### src/rtl/adc_cap_pkg.sv
// Shared definitions for the ADC capture sequencer: state encoding and default widths.
package adc_cap_pkg;

   localparam int DATA_W = 12;
   localparam int ADDR_W = 10;

   localparam logic [1:0] S_IDLE    = 2'd0;
   localparam logic [1:0] S_ARMED   = 2'd1;
   localparam logic [1:0] S_CAPTURE = 2'd2;
   localparam logic [1:0] S_DONE    = 2'd3;

   typedef enum logic [1:0] {
      IDLE    = S_IDLE,
      ARMED   = S_ARMED,
      CAPTURE = S_CAPTURE,
      DONE    = S_DONE
   } cap_state_t;

endpackage

### src/rtl/adc_decim_strobe.sv
// Decimation strobe: fires once every decim+1 cycles, first strobe on the cycle clear drops.
module adc_decim_strobe #(
   parameter int DEC_W = 8
) (
   input  logic             clk,
   input  logic             rst_n,
   input  logic             clear,
   input  logic [DEC_W-1:0] decim,
   output logic             strobe
);

   logic [DEC_W-1:0] cnt;

   // Down-counter reloaded with decim at each terminal count, giving a period of decim+1.
   always_ff @(posedge clk) begin
      if (!rst_n) begin
         cnt <= '0;
      end else if (clear) begin
         cnt <= '0;
      end else if (cnt == '0) begin
         cnt <= decim;
      end else begin
         cnt <= cnt - DEC_W'(1);
      end
   end

   assign strobe = (cnt == '0);

endmodule

### src/rtl/adc_capture_ctrl.sv
// ADC capture sequencer: arm, wait for trigger, write a programmed number of (decimated) samples to RAM.
// Define ADC_CAPTURE_LEVEL_TRIG_EN to add a rising level-crossing trigger on adc_data.
//
// state   | meaning
// IDLE    | waiting for start
// ARMED   | cap_len/decim latched, waiting for trigger
// CAPTURE | writing samples on each decimation strobe
// DONE    | last write issued, emit done pulse then return to IDLE
module adc_capture_ctrl #(
   parameter int DATA_W = adc_cap_pkg::DATA_W,
   parameter int ADDR_W = adc_cap_pkg::ADDR_W,
   parameter int DEC_W  = 8
) (
   input  logic              clk,
   input  logic              rst_n,
   input  logic              start,
   input  logic              abort,
   input  logic              ext_trig,
   input  logic [ADDR_W-1:0] cap_len,
   input  logic [DEC_W-1:0]  decim,
   input  logic [DATA_W-1:0] adc_data,
   input  logic [DATA_W-1:0] trig_level,
   output logic              wr_en,
   output logic [ADDR_W-1:0] wr_addr,
   output logic [DATA_W-1:0] wr_data,
   output logic              busy,
   output logic              done
);

   import adc_cap_pkg::*;

   cap_state_t        state;
   logic [ADDR_W-1:0] len_l;
   logic [DEC_W-1:0]  decim_l;
   logic [ADDR_W-1:0] ptr;
   logic [ADDR_W:0]   remain;
   logic [ADDR_W:0]   depth;
   logic              strobe;
   logic              trig_hit;

   assign depth = (len_l == '0) ? {1'b1, {ADDR_W{1'b0}}} : {1'b0, len_l};

   adc_decim_strobe #(.DEC_W(DEC_W)) u_decim (
      .clk    (clk),
      .rst_n  (rst_n),
      .clear  (state != CAPTURE),
      .decim  (decim_l),
      .strobe (strobe)
   );

`ifdef ADC_CAPTURE_LEVEL_TRIG_EN
   logic [DATA_W-1:0] prev_sample;

   // Held at all ones outside ARMED so the first armed cycle never sees a crossing.
   always_ff @(posedge clk) begin
      if (!rst_n) begin
         prev_sample <= '1;
      end else if (state == ARMED) begin
         prev_sample <= adc_data;
      end else begin
         prev_sample <= '1;
      end
   end

   assign trig_hit = ext_trig | ((prev_sample < trig_level) && (adc_data >= trig_level));
`else
   logic unused_trig_level;
   assign unused_trig_level = ^trig_level;
   assign trig_hit = ext_trig;
`endif

   always_ff @(posedge clk) begin
      if (!rst_n) begin
         state   <= IDLE;
         len_l   <= '0;
         decim_l <= '0;
         ptr     <= '0;
         remain  <= '0;
         wr_en   <= 1'b0;
         wr_addr <= '0;
         wr_data <= '0;
         busy    <= 1'b0;
         done    <= 1'b0;
      end else begin
         wr_en <= 1'b0;
         done  <= 1'b0;
         unique case (state)
            IDLE: begin
               if (start) begin
                  state   <= ARMED;
                  len_l   <= cap_len;
                  decim_l <= decim;
                  busy    <= 1'b1;
               end
            end
            ARMED: begin
               if (abort) begin
                  state <= IDLE;
                  busy  <= 1'b0;
               end else if (trig_hit) begin
                  state  <= CAPTURE;
                  ptr    <= '0;
                  remain <= depth;
               end
            end
            CAPTURE: begin
               if (abort) begin
                  state <= IDLE;
                  busy  <= 1'b0;
               end else if (strobe) begin
                  wr_en   <= 1'b1;
                  wr_data <= adc_data;
                  wr_addr <= ptr;
                  ptr     <= ptr + ADDR_W'(1);
                  remain  <= remain - (ADDR_W+1)'(1);
                  if (remain == (ADDR_W+1)'(1)) begin
                     state <= DONE;
                  end
               end
            end
            DONE: begin
               done  <= 1'b1;
               busy  <= 1'b0;
               state <= IDLE;
            end
            default: state <= IDLE;
         endcase
      end
   end

endmodule

### config.mk
export PLATFORM = sky130hd
export DESIGN_NAME = adc_capture_ctrl
export DESIGN_NICKNAME = d
export VERILOG_FILES = /design/src/rtl/adc_cap_pkg.sv /design/src/rtl/adc_decim_strobe.sv /design/src/rtl/adc_capture_ctrl.sv
export SDC_FILE = /design/constraint.sdc
export NUM_CORES = 1
export LEC_CHECK = 0
export BUFFER_PORTS_ARGS = -buffer_cell sky130_fd_sc_hd__buf_4
export CORE_UTILIZATION = 30
export DETAILED_ROUTE_END_ITERATION = 10
export PLACE_DENSITY = 0.62
export SLEW_MARGIN = 0
export SYNTH_ARGS = -nofsm -noshare
export SYNTH_HDL_FRONTEND = slang
export SYNTH_SLANG_ARGS = --single-unit
### constraint.sdc
create_clock -name clk -period 1.9 [get_ports clk]
set_clock_uncertainty 0.15 [all_clocks]
set_input_delay 0.19 -clock clk [delete_from_list [all_inputs] [get_ports clk]]
set_output_delay 0.19 -clock clk [all_outputs]
set_load 0.03 [all_outputs]
==> results_dict.tcl <==
set metrics [dict create \
    outcome "finished, violations left" \
    violations "negative hold slack, negative setup slack" \
    rsz0062_at_grt "yes" \
    cts_sinks 74 \
    r2r-start "u_decim.cnt[1]" \
    timing.rr.end "wr_data[11]" \
    grt_pass1_wl_microns 15900 \
    cts_root_buffer "clkbuf_16" \
    finalPower_uw 3990 \
    powerDensity_nw_per_um2 769 \
    yosys-top-cells-area "dfxtp_1 (43%), nand2_1 (10%), a21oi_1 (8.5%)" \
    fin_crit_sh 1.02 \
    dpl.hpwl_microns 6450 \
    hold_slack_ns -0.000278 \
    finalSetupTns_ns -0.497 \
    drt-total-wl_microns 9850 \
    place_congestion 0.843 \
    leakagePower_uw 0.00199 \
    globalRouteTotalUtil 0.169 \
    syn-num-nets 478 \
    cp-start-kind "register" \
    grt-ovfl-total 0 \
    crit_slowest_cell "or3b_4" \
    port_buffers 59 \
    path_class "register to register" \
    seq_area_frac_synth 0.428 \
    max_clock_freq_mhz 514 \
    synth.ff_latch_count 74 \
    worst-endpoint-required_ns 1.94 \
    worstSetupEndpointType "register" \
    drt-pass1-iter-count 5 \
    drc 0 \
    critical_path.max_stage_delay_ns 0.41 \
    dr_total_vias 3546 \
    synth_top_area_share 0.428 \
    worst_pin_slew_ns 0.481 \
    clk-insertion-delay-late_ns 0.33 \
    place_area_sq_um 4350 \
    cts_tree "built" \
    synth_area_sq_um 3460 \
    finalHoldViolCount 1 \
    worstSetupEndpoint "wr_data[11]" \
    arrival_ns 1.99 \
    fin_crit_ns 1.95 \
    drive_above_1_share 0.310 \
    grt_max_degree 30 \
    ioPinCount 72 \
    synthArstFlopShare 0 \
    synth_top_area_cell "dfxtp_1" \
    crit_fanout 23 \
    min_path_type "input port to register" \
    vias_per_cell 5.13 \
    fp-row-count 38 \
    syn_area_per_cell_sq_um 8.23 \
    fillerInstances 1094 \
    n_antenna_cell 0 \
    setup_slack_ns -0.0464 \
    finalInstanceArea_sq_um 5180 \
    area_growth_syn_to_layout_pct 49.5 \
    grt_pass1_vias 3337 \
    relSlewSlack 0.676 \
    design.die.area_sq_um 12000 \
    startpoint "u_decim.cnt[1]" \
    nets 604 \
    wl_per_cell_microns 14.3 \
    path_clk_slew_ns 0.05 \
    ff2ff_path_depth 7 \
    drtIter0Drc 202 \
    ys_types 56 \
    synthCells 421 \
    hold_start "cap_len[9]" \
    die_x_microns 109 \
    path_cells "inv_2 > ha_4 > or3b_4 > or3_4 > buf_12 > nand2_1 > a21oi_1" \
    htree_levels 3 \
    ant_nets 0 \
    numCtsBuffers 9 \
    synth_top_flop_cell "dfxtp_1" \
    synth_edf_count 0 \
    coreArea_sq_um 11000 \
    ir_drop_mv 0.504 \
    drv_slew 0 \
    clock_path_buffers 2 \
    rrSetupSlack_ns -0.05 \
    cap_violations 0 \
    ys_warn_count 0 \
    antenna_found_initial 0 \
    start_util 0.314 \
    finalSetupViolCount 24 \
    die_y_microns 109 \
]
-- registers in the layout, summed over array words and instances (netlist names) --
signal,flops
wr_data,12
remain,11
len_l,10
ptr,10
wr_addr,10
decim_l,8
u_decim.cnt,8
state,2
busy,1
done,1
wr_en,1
-- routing by layer --
| layer | GRT usage | wire length (microns) | vias up |
|---|---|---|---|
| met1 | 0.215 | 4470 | 1647 |
| met5 | 0 | 0 | - |
| met4 | 0.0581 | 208 | 0 |
| met3 | 0.0332 | 438 | 28 |
| li1 | - | - | 1756 |
| met2 | 0.287 | 4730 | 115 |
-- cells in the final DEF (no fill, tap or decap), types with 8 or more instances in the layout --
cell type	instances
a211oi_1	8
a21oi_1	54
buf_4	99
clkbuf_16	9
dfxtp_1	69
dlygate4sd3_1	29
nand2_1	93
nand4_1	8
nor2_1	24
o31ai_1	8
-- cells in the mapped netlist, types with 4 or more instances --
cell,n
nand2_1,94
xnor2_1,4
nand3_1,5
nor3_1,4
o31ai_1,10
clkbuf_1,13
nand2b_1,5
nor2_1,24
ha_1,10
or4_1,7
nor2b_1,5
or3_1,4
a211oi_1,8
a21oi_1,59
nor4_1,4
mux2i_1,6
nand4_1,8
dfxtp_1,74
inv_1,11
o21ai_0,8
-- worst max-delay path: cells and delay by family, from the launching register on --
family	cells	cell delay (ns)
AOI/OAI and AO/OA	1	0.06
buffers and inverters	2	0.25
and+or+nand+nor	3	0.87
adders and majority gates	1	0.15
DFF	1	0.33
-- how the worst min path moves through the flow --
stage	slack, ns	to	cells past startpoint
global placement	0.29	len_l[2]	3
floorplan	0.18	decim_l[6]	2
global route	0.008	len_l[9]	3
CTS	0.0003	len_l[9]	3
detailed placement	0.29	len_l[2]	3
finish	-0.0003	len_l[9]	3
-- timing repair --
item                                    CTS  global route
buffers inserted                          5             0
hold endpoints to repair                 29             0
endpoints found under the setup margin   44            55
pin swaps                                 4             9
hold buffers                             29             0
resized for setup                        13            30
gates cloned                              2             1
-- stage by stage --
| stage | hold WS, ns | setup WS [ns] | util | instances |
|---|---|---|---|---|
| 2_1_floorplan | 0.176 | -0.00328 | - | 421 |
| 3_3_place_gp | 0.288 | -0.132 | 0.395 | 639 |
| 3_5_place_dp | 0.294 | -0.188 | 0.395 | 639 |
| 4_1_cts | 0.000339 | -0.0479 | 0.459 | 690 |
| 5_1_grt | 0.00809 | -0.101 | 0.470 | 691 |
| 6_report | -0.000278 | -0.0464 | 0.470 | 691 |
-- layout make-up --
| class | count | area, sq um | area share |
|---|---|---|---|
| Clock inverter | 2 | 60.1 | 0.0116 |
| Clock buffer | 13 | 260 | 0.0502 |
| Inverter | 11 | 41.3 | 0.00797 |
| Sequential cell | 74 | 1490 | 0.288 |
| Timing Repair Buffer | 137 | 1160 | 0.225 |
| Tap cell | 140 | 175 | 0.0338 |
| Multi-Input combinational cell | 314 | 1990 | 0.384 |
-- power by group --
part	total [uW]	leakage, uW	internal [uW]	switching, uW
combinational	520	0.00123	265	255
sequential	1640	0.000602	1600	37.2
clock	1830	0.000156	1210	613
-- kinds of logic (layout without fill, tap and decap cells) --
group	Yosys count	after routing	share of synthesized area
fa+ha+maj	10	10	0.0361
flops	74	74	0.428
xor+xnor	5	5	0.0126
compound gates	109	110	0.195
mux	8	8	0.0238
buf+inv	35	163	0.0553
simple gates	180	181	0.249
(Power assumes the default switching activity.)
